===== src/rtl/vram_pkg.sv =====
// vram_pkg: shared defaults and read-tag encoding for the canvas VRAM arbiter.
//   ADDRW_DEF / DATAW_DEF : default VRAM address and word widths
//   rd_tag_e              : read-return tag carried through the latency pipe
package vram_pkg;

    localparam int unsigned ADDRW_DEF = 14;
    localparam int unsigned DATAW_DEF = 32;

    typedef enum logic [1:0] {
        TAG_NONE = 2'b00,
        TAG_DISP = 2'b01,
        TAG_SYS  = 2'b10
    } rd_tag_e;

endpackage


===== src/rtl/vram_tag_pipe.sv =====
// vram_tag_pipe: registered shift of read tags matching the VRAM read latency.
//   clk         : system clock
//   clr         : synchronous clear, drops all in-flight tags
//   tag_in      : tag of the read accepted this cycle (TAG_NONE if none)
//   disp_rvalid : display read data valid (registered)
//   sys_rvalid  : system read data valid (registered)
module vram_tag_pipe
    import vram_pkg::*;
#(
    parameter int unsigned DEPTH = 2
) (
    input  logic    clk,
    input  logic    clr,
    input  rd_tag_e tag_in,
    output logic    disp_rvalid,
    output logic    sys_rvalid
);

    rd_tag_e stage_q [DEPTH];
    rd_tag_e stage_d [DEPTH];

    // Shift toward the last stage; the last stage is the one whose data is on mem_rdata.
    always_comb begin
        stage_d[0] = tag_in;
        for (int unsigned i = 1; i < DEPTH; i++) begin
            stage_d[i] = stage_q[i-1];
        end
    end

    always_ff @(posedge clk) begin
        for (int unsigned i = 0; i < DEPTH; i++) begin
            if (clr) begin
                stage_q[i] <= TAG_NONE;
            end else begin
                stage_q[i] <= stage_d[i];
            end
        end
    end

    assign disp_rvalid = (stage_q[DEPTH-1] == TAG_DISP);
    assign sys_rvalid  = (stage_q[DEPTH-1] == TAG_SYS);

endmodule


===== src/rtl/vram_arbiter.sv =====
// vram_arbiter: shares a single-port canvas VRAM between the real-time display
// fetch port (high priority, read-only) and the system port (read/write).
// A wait counter forces a system grant after MAX_WAIT stalled cycles.
//   clk, rst                      : clock, synchronous active-high reset
//   disp_req/addr/ack             : display request handshake (ack combinational)
//   disp_rvalid/rdata             : display read return, 2 cycles after ack
//   sys_req/we/addr/wdata/wmask   : system request
//   sys_ack                       : system accept (combinational)
//   sys_rvalid/rdata              : system read return, 2 cycles after ack
//   mem_addr/we/wdata             : registered VRAM command
//   mem_rdata                     : VRAM read data, one cycle after mem_addr
// Optional: define VRAM_ARB_STATS_EN to add stat_clr, stat_stall, stat_force.
module vram_arbiter
    import vram_pkg::*;
#(
    parameter int unsigned ADDRW    = ADDRW_DEF,
    parameter int unsigned DATAW    = DATAW_DEF,
    parameter int unsigned MAX_WAIT = 16
) (
    input  logic               clk,
    input  logic               rst,
    input  logic               disp_req,
    input  logic [ADDRW-1:0]   disp_addr,
    output logic               disp_ack,
    output logic               disp_rvalid,
    output logic [DATAW-1:0]   disp_rdata,
    input  logic               sys_req,
    input  logic               sys_we,
    input  logic [ADDRW-1:0]   sys_addr,
    input  logic [DATAW-1:0]   sys_wdata,
    input  logic [DATAW/8-1:0] sys_wmask,
    output logic               sys_ack,
    output logic               sys_rvalid,
    output logic [DATAW-1:0]   sys_rdata,
`ifdef VRAM_ARB_STATS_EN
    input  logic               stat_clr,
    output logic [31:0]        stat_stall,
    output logic [31:0]        stat_force,
`endif
    output logic [ADDRW-1:0]   mem_addr,
    output logic [DATAW/8-1:0] mem_we,
    output logic [DATAW-1:0]   mem_wdata,
    input  logic [DATAW-1:0]   mem_rdata
);

    localparam int unsigned MASKW = DATAW / 8;
    localparam int unsigned CNTW  = $clog2(MAX_WAIT + 1);

    logic [CNTW-1:0]  wait_cnt_q,  wait_cnt_d;
    logic [ADDRW-1:0] mem_addr_q,  mem_addr_d;
    logic [MASKW-1:0] mem_we_q,    mem_we_d;
    logic [DATAW-1:0] mem_wdata_q, mem_wdata_d;
    logic             starve;
    rd_tag_e          tag_in;

    // Arbitration: display wins unless the system port has waited long enough.
    always_comb begin
        starve   = (wait_cnt_q >= CNTW'(MAX_WAIT));
        sys_ack  = ~rst & sys_req & (~disp_req | starve);
        disp_ack = ~rst & disp_req & ~sys_ack;
    end

    // Wait counter, saturating at MAX_WAIT (a grant always follows at that point).
    always_comb begin
        wait_cnt_d = '0;
        if (sys_req && !sys_ack) begin
            wait_cnt_d = starve ? wait_cnt_q : wait_cnt_q + CNTW'(1);
        end
    end

    // Command stage: winner's command is presented to VRAM the following cycle.
    always_comb begin
        mem_addr_d  = mem_addr_q;
        mem_we_d    = '0;
        mem_wdata_d = mem_wdata_q;
        tag_in      = TAG_NONE;
        if (sys_ack) begin
            mem_addr_d = sys_addr;
            if (sys_we) begin
                mem_we_d    = sys_wmask;
                mem_wdata_d = sys_wdata;
            end else begin
                tag_in = TAG_SYS;
            end
        end else if (disp_ack) begin
            mem_addr_d = disp_addr;
            tag_in     = TAG_DISP;
        end
    end

    always_ff @(posedge clk) begin
        if (rst) begin
            wait_cnt_q  <= '0;
            mem_addr_q  <= '0;
            mem_we_q    <= '0;
            mem_wdata_q <= '0;
        end else begin
            wait_cnt_q  <= wait_cnt_d;
            mem_addr_q  <= mem_addr_d;
            mem_we_q    <= mem_we_d;
            mem_wdata_q <= mem_wdata_d;
        end
    end

    vram_tag_pipe #(
        .DEPTH (2)
    ) u_tag_pipe (
        .clk         (clk),
        .clr         (rst),
        .tag_in      (tag_in),
        .disp_rvalid (disp_rvalid),
        .sys_rvalid  (sys_rvalid)
    );

    assign mem_addr   = mem_addr_q;
    assign mem_we     = mem_we_q;
    assign mem_wdata  = mem_wdata_q;
    assign disp_rdata = mem_rdata;
    assign sys_rdata  = mem_rdata;

`ifdef VRAM_ARB_STATS_EN
    logic [31:0] stat_stall_q, stat_stall_d;
    logic [31:0] stat_force_q, stat_force_d;

    // Stall cycles and starvation-forced grants (a system ack while display asks).
    always_comb begin
        stat_stall_d = stat_stall_q;
        stat_force_d = stat_force_q;
        if (stat_clr) begin
            stat_stall_d = '0;
            stat_force_d = '0;
        end else begin
            if (sys_req && !sys_ack) begin
                stat_stall_d = stat_stall_q + 32'd1;
            end
            if (sys_ack && disp_req) begin
                stat_force_d = stat_force_q + 32'd1;
            end
        end
    end

    always_ff @(posedge clk) begin
        if (rst) begin
            stat_stall_q <= '0;
            stat_force_q <= '0;
        end else begin
            stat_stall_q <= stat_stall_d;
            stat_force_q <= stat_force_d;
        end
    end

    assign stat_stall = stat_stall_q;
    assign stat_force = stat_force_q;
`endif

endmodule


===== config.mk =====
export PLATFORM = sky130hd
export DESIGN_NAME = vram_arbiter
export DESIGN_NICKNAME = d
export VERILOG_FILES = /design/src/rtl/vram_pkg.sv /design/src/rtl/vram_tag_pipe.sv /design/src/rtl/vram_arbiter.sv
export SDC_FILE = /design/constraint.sdc
export NUM_CORES = 1
export LEC_CHECK = 0
export ABC_AREA = 1
export CORE_ASPECT_RATIO = 0.7
export CORE_UTILIZATION = 35
export CTS_CLUSTER_SIZE = 25
export DETAILED_ROUTE_END_ITERATION = 12
export PLACE_DENSITY = 0.82
export SYNTH_ARGS = -nofsm -noshare
export SYNTH_HDL_FRONTEND = slang
export SYNTH_SLANG_ARGS = --single-unit

===== constraint.sdc =====
create_clock -name clk -period 1.5 [get_ports clk]
set_input_delay 0.15 -clock clk [delete_from_list [all_inputs] [get_ports clk]]
set_output_delay 0.15 -clock clk [all_outputs]
set_load 0.02 [all_outputs]

-- After elaboration in Yosys (flattened, before gate mapping)
Memories as Yosys holds them, arrays and structs flattened.
Index checks and enable logic that the tools add are counted.
- register bits after elaboration: 55
- latch bits: 0
- memory bits (writable): 4
- ROM bits: 0
- memories: 1
- memories (name ; words ; width ; rd ports ; clocked after Yosys merged registers in ; write ports ; line ; text):
    u_tag_pipe.stage_q ; 2 ; 2 ; 2 ; 0 ; 2 ; vram_tag_pipe.sv:19 ; rd_tag_e stage_q [DEPTH];
- add/sub/neg operators: 1
- multipliers: 0
- divide/modulo/power cells: 0
- magnitude comparators: 1
- eq/ne operators: 2
- shift operators: 0
- mux-type cells: 10
- bitwise logic cells: 12
- reductions and logical operators: 6
- operator list (kind ; number):
    two-way mux 14 bit ; 2
    two-way mux 2 bit ; 4
    adder 5 x 1 -> 5 bit (second input constant) ; 1
    greater-or-equal comparator 5 bit (second input constant) ; 1
    inverter 1 bit ; 5
    AND 1 bit ; 4
    two-way mux 1 bit ; 4
    bitwise OR 1 bit ; 3
    OR reduction 3 bit ; 1
    equality test 2 x 1 -> 1 bit (second input constant) ; 1
    equality test 2 bit (second input constant) ; 1
    AND reduction 2 bit ; 1
    nonzero test 2 bit ; 1
    OR reduction 2 bit ; 1
    logical AND 1 bit ; 1
    logical NOT 1 bit ; 1

-- Longest topological paths before layout
Gate-level depths: netlist (run 1).
- depth in word-level cells: 8
- gate-level depth with buffers: 7
- depth with buffers taken out: 6

-- Hierarchy
Synthesis (run 1) repeated with hierarchy kept, for this count alone.
- cells, all modules: 454
- area total of the unflattened synthesis: 3059.2 um^2
- by module, submodules not included (module ; instances ; cells each ; area an instance (um^2) ; seq. area each (um^2)):
    vram_arbiter ; 1 ; 438 ; 2934.1 ; 1101.1
    vram_tag_pipe ; 1 ; 16 ; 125.1 ; 80.1

-- Least setup slack after synthesis (run 1)
Ideal clock, no wire load.
- kind: register -> output
- start: reg wait_cnt_q[4]
- end: out disp_ack
- arrival time: 1.133 ns
- path slack: 0.217 ns
- stages on the path, launching flop included: 7
- buffers on the path: 1
- cell sequence: dfxtp_1 inv_2 nand2_1 buf_2 nand2_1 inv_1 nor2_1
- cells in the longest elaborated chain, start to end: 5
- RTL lines (element ; line ; text):
    start, declared ; vram_arbiter.sv:49 ; logic [CNTW-1:0] wait_cnt_q, wait_cnt_d;
    start signal, assigned ; vram_arbiter.sv:98 ; wait_cnt_q <= wait_cnt_d;
    greater-or-equal comparator 5 bit ; vram_arbiter.sv:58 ; starve = (wait_cnt_q >= CNTW'(MAX_WAIT));
    bitwise OR 1 bit ; vram_arbiter.sv:59 ; sys_ack = ~rst & sys_req & (~disp_req | starve);
    AND 1 bit ; vram_arbiter.sv:59 ;
    named net sys_ack ; vram_arbiter.sv:32 ; output logic sys_ack,
    inverter 1 bit (no source line) ; n/a ;
    AND 1 bit ; vram_arbiter.sv:60 ; disp_ack = ~rst & disp_req & ~sys_ack;
    end, declared ; vram_arbiter.sv:24 ; output logic disp_ack,
The timed path passes the listed nets, and every way through them passes these cells.

-- Worst setup path in the final report (run 1)
- start: reg mem_addr_q[9], in the netlist mem_addr[9]
- end: out mem_addr[9]
- RTL lines (element ; line ; text):
    start, declared ; vram_arbiter.sv:50 ; logic [ADDRW-1:0] mem_addr_q, mem_addr_d;
    start signal, assigned ; vram_arbiter.sv:99 ; mem_addr_q <= mem_addr_d;
    end, declared ; vram_arbiter.sv:40 ; output logic [ADDRW-1:0] mem_addr,
No word-level cell between the ends.

==> flow_summary.json, run 1 <==
{
  "status": "complete, but fails checks",
  "violations": "design-rule violations",
  "hold_violations": 0,
  "timing.reg2reg.setup_slack_ns": 0.12,
  "min_path_type": "in2out",
  "max_cap_viol_count": 0,
  "cp-startpoint": "mem_addr[9]",
  "syn_inst": 451,
  "gp_congestion": 0.766,
  "rsz0062_at_grt": "false",
  "cp_top_family": "buffers and inverters",
  "worstReg2RegEnd": "mem_wdata[10]",
  "crit_fanout": 2,
  "portBuffers": 122,
  "n_antenna_cell": 0,
  "drtIter0Drc": 88,
  "cp-start-kind": "register",
  "wl_per_cell_um": 10.8,
  "cp-end-kind": "primary output",
  "clk_root_buffer_cell": "clkbuf_16",
  "timing.critical_path.to": "mem_addr[9]",
  "dieHeight_um": 80.2,
  "drc": 4,
  "antenna_found_initial": 0,
  "htreeDepth": 3,
  "syn_avg_cell_area_um2": 6.77,
  "fin_crit_ns": 1.44,
  "maxSlewViolCount": 0,
  "holdBufCountCts": 0,
  "ant_nets": 0,
  "die_w_um": 114,
  "io_pins": 219,
  "fin_skew_ns": 0.00794,
  "critPathMaxStageDelay_ns": 0.63,
  "arrival_ns": 1.29,
  "cts_buffers": 9,
  "grtUsageTotal_pct": 15.1,
  "worst-setup-path-type": "reg2out",
  "layout_commonest_cell": "clkdlybuf4s50_1",
  "dpl.cell_count": 620,
  "critPathRequiredTime_ns": 1.35,
  "hpwl_um": 5040,
  "overflow": 0,
  "grt_pass1_wl_um": 11000,
  "worstSkewPairLatency_ns": 0.32,
  "worstMarginPinSlew_ns": 0.284,
  "syn_nets": 554,
  "cp.depth": 1,
  "clk_pin_slew_ns": 0.05,
  "synthesis.area_um2": 3050,
  "coreArea_um2": 8440,
  "fillCellCount": 820,
  "yosys_warnings": 0,
  "grt_busiest_layer": "met2",
  "clockBufferDepth": 2,
  "num_vias": 2638,
  "max_freq_mhz": 694,
  "final_layout_size_suffix_gt1_share_pct": 6.98,
  "crit_chain": "clkdlybuf4s50_1",
  "p_total_uw": 4330,
  "cts_tree": "built",
  "crit_buf_inv": 1,
  "nNetsFinal": 614,
  "relSlewSlack_pct": 81.1,
  "holdWs_ns": 0.300,
  "cellPowerDensity_nw_per_um2": 1030,
  "final_core_util_pct": 50.0,
  "initial_core_util_pct": 36.2,
  "num_rows": 28,
  "grtUsageMet2_pct": 25.5,
  "cpMaxStageDelayCell": "clkdlybuf4s50_1",
  "clock_sinks": 59,
  "synth.yosys.seq_area_share_pct": 38.7,
  "syn2layout_area_growth_pct": 38.1,
  "grt_pass1_vias": 2429,
  "setup_violations": 0,
  "ir_drop_mv": 0.452,
  "r2r_cells": 8,
  "regToRegStartpoint": "wait_cnt_q[4]",
  "dieArea_um2": 9110,
  "ys_seq_elements": 59,
  "layout_common_cells": "clkdlybuf4s50_1 (118), nor2_1 (106), nand2_1 (83)",
  "met1_usage_pct": 16.0,
  "synth_cell_types": 20,
  "use_met3_pct": 7.17,
  "min_period_over_period_pct": 96.0,
  "firstDrtPassIters": 8,
  "viasPerCell": 4.15,
  "p_leak_uw": 0.00197,
  "finalWirelength_um": 6890,
  "fin_cells": 636,
  "grt_max_degree": 69
}
==> routing by layer <==
metal | part of all wire, % | vias up | routed length, um
li1 | - | 1386 | -
met1 | 42 | 1114 | 2890
met2 | 48 | 117 | 3280
met3 | 8.0 | 21 | 551
met4 | 2.4 | 0 | 164
met5 | 0 | - | 0
==> cell type report <==
cell class                 instances  area, um^2  area share [%]
clock buffer                      14         254            6.02
clock inverter                     2        35.0           0.830
inverter                          61         229            5.43
multi-input combinational        247        1040            24.6
sequential                        59        1180            28.0
tap                              120         150            3.56
timing repair buffer             133        1330            31.6
==> kinds of logic after synthesis <==
logic type,share of synthesized area [%]
AO/OA/AOI/OAI,4.92
AND/OR/NAND/NOR,28.1
adder cells (fa/ha/maj),0.819
flip-flops,38.7
buffers and inverters,27.5
==> sequential cells by signal, indices dropped and copies added, names as in the netlist <==
name                cells
mem_wdata              32
mem_addr               14
wait_cnt_q              5
mem_we                  4
u_tag_pipe.stage_q      4
==> where the power goes <==
part | switching [uW] | internal (uW)
Combinational | 309 | 362
Clock | 654 | 1330
Sequential | 36.4 | 1640
Total | 999 | 3330
==> cells in the mapped netlist <==
cell,count,area [um^2]
nand3_1,15,75.1
buf_6,4,45.0
a21oi_1,16,80.1
nand2_2,2,12.5
inv_1,58,218
nand2_4,1,11.3
buf_4,68,510
inv_2,3,11.3
o21ai_0,11,55.1
dfxtp_1,59,1180
nor3_1,1,5.00
nand2_1,85,319
o21ai_1,3,15.0
clkbuf_1,4,15.0
nor2_2,2,12.5
nand3_2,1,10.0
buf_2,8,40.0
nor3b_1,2,15.0
ha_1,2,25.0
nor2_1,106,398
==> worst min path at each step <==
stage / startpoint / to / slack (ns) / cells past startpoint
2_1_floorplan: rst / u_tag_pipe.stage_q[1][0] / 0.22 / 1
4_1_cts: mem_rdata[1] / disp_rdata[1] / 0.30 / 0
6_report: mem_rdata[11] / sys_rdata[11] / 0.30 / 0
3_3_place_gp: mem_rdata[1] / disp_rdata[1] / 0.30 / 0
3_5_place_dp: mem_rdata[1] / disp_rdata[1] / 0.30 / 0
5_1_grt: mem_rdata[27] / disp_rdata[27] / 0.30 / 0
==> stage by stage <==
stage	setup TNS, ns	cell area, um^2	setup slack [ns]
after CTS	0	4200	0.00611
after global placement	-6.53	3910	-0.201
final	0	4220	0.0599
after detailed placement	-9.11	3910	-0.270
after global routing	0	4220	0.000708
after floorplan	0	3050	0.217
==> what timing repair did <==
action / in CTS / in global routing
endpoints found under the hold margin: 0 / 0
gates cloned: 0 / 0
buffers inserted: 0 / 0
endpoints found under the setup margin: 18 / 34
gates resized for setup: 9 / 10
(Power assumes the default switching activity.)
==> run 2: changes to the inputs <==
--- a/config.mk
+++ b/config.mk
@@ -11,4 +11,5 @@
 export CTS_CLUSTER_SIZE = 25
 export DETAILED_ROUTE_END_ITERATION = 12
+export GPL_ROUTABILITY_DRIVEN = 0
 export PLACE_DENSITY = 0.82
 export SYNTH_ARGS = -nofsm -noshare
==> constraint.sdc (replaced) <==
create_clock -name clk -period 1.5 [get_ports clk]
set_input_delay 0.15 -clock clk [delete_from_list [all_inputs] [get_ports clk]]
set_output_delay 0.15 -clock clk [all_outputs]
set_load 0.1 [all_outputs]
==> run 2 against run 1 <==
  * The flow now finishes without violations
  * Sequential power barely moved
  * Final cell count did not move
  * Design area rose by 13%
  * Sequential cell count did not move
  * Routed wire length rose by 5.7%
  * Worst setup slack improved by 0.011 ns
  * Count of clock-buffer cells in the layout fell by 2
  * Global-route usage rose by 1.6 points
  * Largest cell class unchanged
==> flow_summary.json, run 2 (synthesis gave the netlist of run 1 again) <==
{
  "fin_skew_ns": 0.00389,
  "grt_pass1_vias": 2637,
  "clock_sinks": 59,
  "drtIter0Drc": 130,
  "crit_top_cell": "nand2_4",
  "p_clk_share_pct": 37.7,
  "cp-start-kind": "register",
  "critPathMaxStageDelay_ns": 0.35,
  "clk_pin_slew_ns": 0.05,
  "relSlewSlack_pct": 80.4,
  "io_pins": 219,
  "max_freq_mhz": 700,
  "cts_tree": "built",
  "min_path_type": "in2out",
  "cts_buffers": 9,
  "finalInstanceArea_um2": 4780,
  "worstHoldPathCells": 0,
  "syn2layout_area_growth_pct": 56.4,
  "firstDrtPassIters": 4,
  "worstReg2RegEnd": "mem_wdata[11]",
  "overflow": 0,
  "p_int_uw": 3290,
  "timing.reg2reg.setup_slack_ns": 0.16,
  "portBuffers": 122,
  "grtUsageTotal_pct": 16.6,
  "maxSlewViolCount": 0,
  "use_met3_pct": 7.85,
  "worst-setup-path-type": "reg2out",
  "min_period_over_period_pct": 95.3,
  "layout_commonest_cell": "nor2_1",
  "arrival_ns": 1.28,
  "wl_per_cell_um": 11.4,
  "clk_root_buffer_cell": "clkbuf_16",
  "holdBufCountCts": 0,
  "cellPowerDensity_nw_per_um2": 995,
  "p_leak_uw": 0.00222,
  "dieArea_um2": 9110,
  "antenna_found_initial": 0,
  "fin_crit_ns": 1.43,
  "dieHeight_um": 80.2,
  "dpl-instance-area_um2": 4470,
  "grt_pass1_wl_um": 11800,
  "r2r_cells": 8,
  "crit_chain": "inv_4, nand2_4, nand2_4, clkinvlp_4, nor2_4, buf_12",
  "worstMarginPinSlew_ns": 0.293,
  "num_rows": 28,
  "crit_fanout": 4,
  "hpwl_um": 5440,
  "largest_register_ffs": 32,
  "num_vias": 2684,
  "hold-path-endpoint": "disp_rdata[10]",
  "finalWirelength_um": 7280,
  "p_sw_share_pct": 30.8,
  "nNetsFinal": 615,
  "status": "complete, no violations",
  "ant_nets": 0,
  "critPathRequiredTime_ns": 1.35,
  "cp_top_family": "buffers and inverters",
  "ir_drop_mv": 0.568,
  "layout_common_cells": "nor2_1 (103), nand2_1 (83), clkdlybuf4s50_1 (67)",
  "final_layout_size_suffix_gt1_share_pct": 18.4,
  "grt_busiest_layer": "met2",
  "coreArea_um2": 8440,
  "p_seq_share_pct": 36.1,
  "setup_violations": 0,
  "final_core_util_pct": 56.6,
  "n_antenna_cell": 0,
  "clockBufferDepth": 2,
  "hp-start": "mem_rdata[10]",
  "hold_violations": 0,
  "regToRegStartpoint": "wait_cnt_q[4]",
  "power.switching_uw": 1460,
  "grtUsageMet2_pct": 28.5,
  "worstSkewPairLatency_ns": 0.32,
  "final.setup.tns_ns": 0,
  "cp-end-kind": "primary output",
  "cpMaxStageDelayCell": "dfxtp_4",
  "viasPerCell": 4.22,
  "max_cap_viol_count": 0,
  "grt_max_degree": 69,
  "initial_core_util_pct": 36.2,
  "comb_power_share_pct": 26.3,
  "htreeDepth": 3,
  "met1_usage_pct": 17.8,
  "crit_buf_inv": 3,
  "die_w_um": 114,
  "drc": 0
}
## run 2: cell types whose count changed in the layout (fill, tap and decap cells not counted), sizes merged
cell / previous run / this run
clkinvlp: 0 / 1
dlygate4sd2: 2 / 1
buf: 13 / 66
clkinv: 1 / 3
inv: 61 / 60
clkdlybuf4s50: 118 / 67
bufinv: 1 / 0
clkbuf: 14 / 12
## run 2: how the worst max path moves through the flow
stage	start	endpoint	slack [ns]	depth (start not counted)
global route	wait_cnt_q[4]	disp_ack	-0.003	6
finish	wait_cnt_q[4]	disp_ack	0.07	6
detailed placement	sys_req	mem_addr[7]	-0.11	8
CTS	sys_req	sys_ack	0.004	7
global placement	rst	disp_ack	-0.03	7
floorplan	wait_cnt_q[4]	disp_ack	-0.40	6
## run 2: through the flow
step,setup slack (ns),cells,hold WS (ns),total power [uW]
after CTS,0.00406,634,0.291,4810
after global routing,-0.00309,636,0.300,4950
after global placement,-0.0287,617,0.301,2970
after floorplan,-0.404,451,0.221,3240
final,0.0706,636,0.300,4750
after detailed placement,-0.111,617,0.301,2990
## run 2: power groups by stage
stage / Sequential [uW] / Clock [uW] / Combinational [uW]
after CTS: 1720 / 1850 / 1250
after global placement: 1740 / 0 / 1220
after floorplan: 2170 / 0 / 1060
after global routing: 1720 / 1920 / 1310
after detailed placement: 1750 / 0 / 1240
final: 1710 / 1790 / 1250
## run 2: timing repair
action,CTS,global route
gates cloned,0,0
setup buffers,2,2
setup endpoints to repair,1,2
gates resized for setup,2,4
pin swaps,0,2
## run 2: final cells by class
| type | instances | area (um^2) |
|---|---|---|
| Fill cell | 750 | 3670 |
| Clock buffer | 12 | 246 |
| Sequential cell | 59 | 1180 |
| Tap cell | 120 | 150 |
| Timing Repair Buffer | 134 | 1880 |
| Multi-Input combinational cell | 247 | 1070 |
| Inverter | 61 | 235 |
| Clock inverter | 3 | 15.0 |
## run 2: metal layers
layer	up-vias	part of all wire (%)
met2	105	51
met4	0	1.2
met3	11	8.1
met1	1181	40
met5	-	0
li1	1387	-
==> run 3: changes to the inputs <==
Settings changed: ABC_AREA 1 to unset, PLACE_DENSITY 0.82 to 0.83.
==> run 3 against run 2 <==
  * Critical endpoint unchanged
  * Highest routed layer unchanged
  * Clock power up 12%
  * Largest cell class unchanged
  * Die area down 2.6%
  * Core utilization up 2.7 points
  * The run now ends with design-rule violations left
==> flow_summary.json, run 3 <==
{
  "viasPerCell": 4.68,
  "wl_per_cell_um": 15.2,
  "finalInstanceArea_um2": 4770,
  "relSlewSlack_pct": 68.9,
  "crit_buf_inv": 2,
  "holdBufCountCts": 0,
  "grt_max_degree": 33,
  "ir_drop_mv": 0.406,
  "cp-startpoint": "wait_cnt_q[4]",
  "n_antenna_cell": 0,
  "syn_avg_cell_area_um2": 10.7,
  "rsz0062_at_grt": "true",
  "portBuffers": 122,
  "die_w_um": 112,
  "grt_pass1_wl_um": 11200,
  "p_sw_share_pct": 28.8,
  "power.switching_uw": 1410,
  "num_rows": 27,
  "layout_commonest_cell": "clkdlybuf4s50_1",
  "final.setup.tns_ns": 0,
  "synthXorXnorAreaFrac_pct": 0.589,
  "p_leak_uw": 0.00197,
  "min_path_type": "in2out",
  "status": "complete, but fails checks",
  "clk_root_buffer_cell": "clkbuf_16",
  "cp_top_family": "simple AND/OR/NAND/NOR gates",
  "worst-setup-path-type": "reg2out",
  "ant_nets": 0,
  "synth_ff_type": "dfxtp_1",
  "synthesis.area_um2": 2970,
  "fin_skew_ns": 0.00755,
  "dpl-instance-area_um2": 4440,
  "nNetsFinal": 453,
  "critPathMaxStageDelay_ns": 0.31,
  "grtUsageTotal_pct": 16.3,
  "dieHeight_um": 79.1,
  "hpwl_um": 5270,
  "clock_sinks": 59,
  "drtIter0Drc": 80,
  "syn2layout_area_growth_pct": 60.4,
  "drc": 12,
  "synth.most_common_cell": "buf_4",
  "ys_seq_elements": 59,
  "synthDominantCellAreaShare_pct": 39.7,
  "clk_pin_slew_ns": 0.05,
  "layout_setup_ws_ns": 0.0383,
  "cpMaxStageDelayCell": "dfxtp_2",
  "synth.yosys.seq_area_share_pct": 39.7,
  "p_seq_share_pct": 34.8,
  "worstReg2RegEnd": "mem_addr[1]",
  "critPathRequiredTime_ns": 1.35,
  "syn_inst": 277,
  "cts_buffers": 9,
  "hold_violations": 0,
  "finalWirelength_um": 6920,
  "p_int_uw": 3500,
  "cp-start-kind": "register",
  "dieArea_um2": 8870,
  "synth_edf_count": 0,
  "layout_common_cells": "clkdlybuf4s50_1 (65), dfxtp_1 (58), buf_12 (58)",
  "timing.critical_path.to": "disp_ack",
  "regToRegStartpoint": "wait_cnt_q[4]",
  "ys_top_cells_by_area": "dfxtp_1 (40%), buf_4 (16%), mux2_4 (13%)",
  "crit_fanout": 4,
  "comb_power_share_pct": 24.4,
  "crit_chain": "nand2b_4, nand2_4, inv_4, nor3b_4, buf_12",
  "max_freq_mhz": 684,
  "maxSlewViolCount": 0,
  "synth_top_family_by_area": "buffers and inverters",
  "synth_cell_types": 27,
  "worstSkewPairLatency_ns": 0.32,
  "clockBufferDepth": 2,
  "r2r_cells": 5,
  "min_period_over_period_pct": 97.4,
  "synth_mux_area_share_pct": 15.4,
  "cp.depth": 5,
  "yosys_warnings": 0,
  "coreArea_um2": 8040,
  "htreeDepth": 3,
  "synth.largest_area_cell": "dfxtp_1",
  "io_pins": 219,
  "overflow": 0,
  "cts_tree": "built",
  "syn_nets": 380,
  "initial_core_util_pct": 37.0,
  "synth_compound_area_share_pct": 8.84,
  "max_cap_viol_count": 0,
  "async_reset_ff_share_pct": 0,
  "setup_violations": 0,
  "synth_simple_gate_area_share_pct": 12.3,
  "holdWs_ns": 0.300,
  "antenna_found_initial": 0,
  "arrival_ns": 1.31,
  "grt_pass1_vias": 2185,
  "violations": "design-rule violations",
  "cellPowerDensity_nw_per_um2": 1030,
  "worstMarginPinSlew_ns": 0.454,
  "fin_crit_ns": 1.46,
  "ys_top_cells_by_count": "buf_4 (64), dfxtp_1 (59), nor2b_1 (38), mux2_4 (26), inv_1 (16)",
  "fin_cells": 456,
  "pre_cts_slack_ns": -0.303,
  "dpl.cell_count": 437,
  "p_clk_share_pct": 40.7,
  "timing.reg2reg.setup_slack_ns": 0.10,
  "num_vias": 2135,
  "synthAdderAreaFrac_pct": 0.842,
  "final_layout_size_suffix_gt1_share_pct": 35.8,
  "cp-end-kind": "primary output",
  "firstDrtPassIters": 8,
  "largest_register_ffs": 32
}
## run 3: changes by cell type after synthesis, moves of 16 or more
cell     delta
a21oi_1    -16
inv_1      -42
nand2_1    -83
mux2_4     +26
nor2b_1    +38
nor2_1    -100
## run 3: layout make-up
type	count	area [um^2]
multi-input cells	123	1160
well taps	101	126
inverters	17	66.3
clock inverters	5	52.6
repair buffers	140	1940
fillers	638	3270
clock buffers	11	243
flip-flops and latches	59	1180
## run 3: worst min path at each step
stage / startpoint / end / slack (ns) / depth (start not counted)
2_1_floorplan: sys_we / u_tag_pipe.stage_q[0][1] / 0.22 / 1
3_3_place_gp: mem_rdata[4] / disp_rdata[4] / 0.30 / 0
3_5_place_dp: mem_rdata[4] / disp_rdata[4] / 0.30 / 0
4_1_cts: mem_rdata[4] / disp_rdata[4] / 0.30 / 0
5_1_grt: mem_rdata[2] / sys_rdata[2] / 0.30 / 0
6_report: mem_rdata[15] / disp_rdata[15] / 0.30 / 0
## run 3: repair_timing
item | in CTS | in global routing
pin swaps | 1 | 0
endpoints found under the setup margin | 2 | 3
gates resized for setup | 5 | 2
hold endpoints to repair | 0 | 0
setup buffers | 1 | 2
## run 3: power groups by stage
stage | Sequential (uW) | Clock (uW) | Combinational (uW)
2_1_floorplan | 2170 | 0 | 1020
3_3_place_gp | 1740 | 0 | 1180
3_5_place_dp | 1740 | 0 | 1200
4_1_cts | 1710 | 2060 | 1210
5_1_grt | 1720 | 2140 | 1240
6_report | 1710 | 2000 | 1200
## run 3: routing by layer
layer	wire length, um	up-vias	global-route usage [%]
met1	2940	988	19.5
met4	160	0	8.13
met3	617	22	6.87
met2	3200	109	25.2
li1	-	1016	-
met5	0	-	0
## run 3: kinds of logic after synthesis
family                     after synthesis
buffers and inverters                   95
and+or+nand+nor                         59
DFF                                     59
muxes                                   32
AOI/OAI and AO/OA                       28
xor gates and xnor gates                 2
adders and majority gates                2
## run 3: stage by stage
stage	total power, uW	utilization, %
2_1_floorplan	3190	-
3_3_place_gp	2920	55.2
3_5_place_dp	2940	55.2
4_1_cts	4970	59.1
5_1_grt	5090	59.3
6_report	4910	59.3
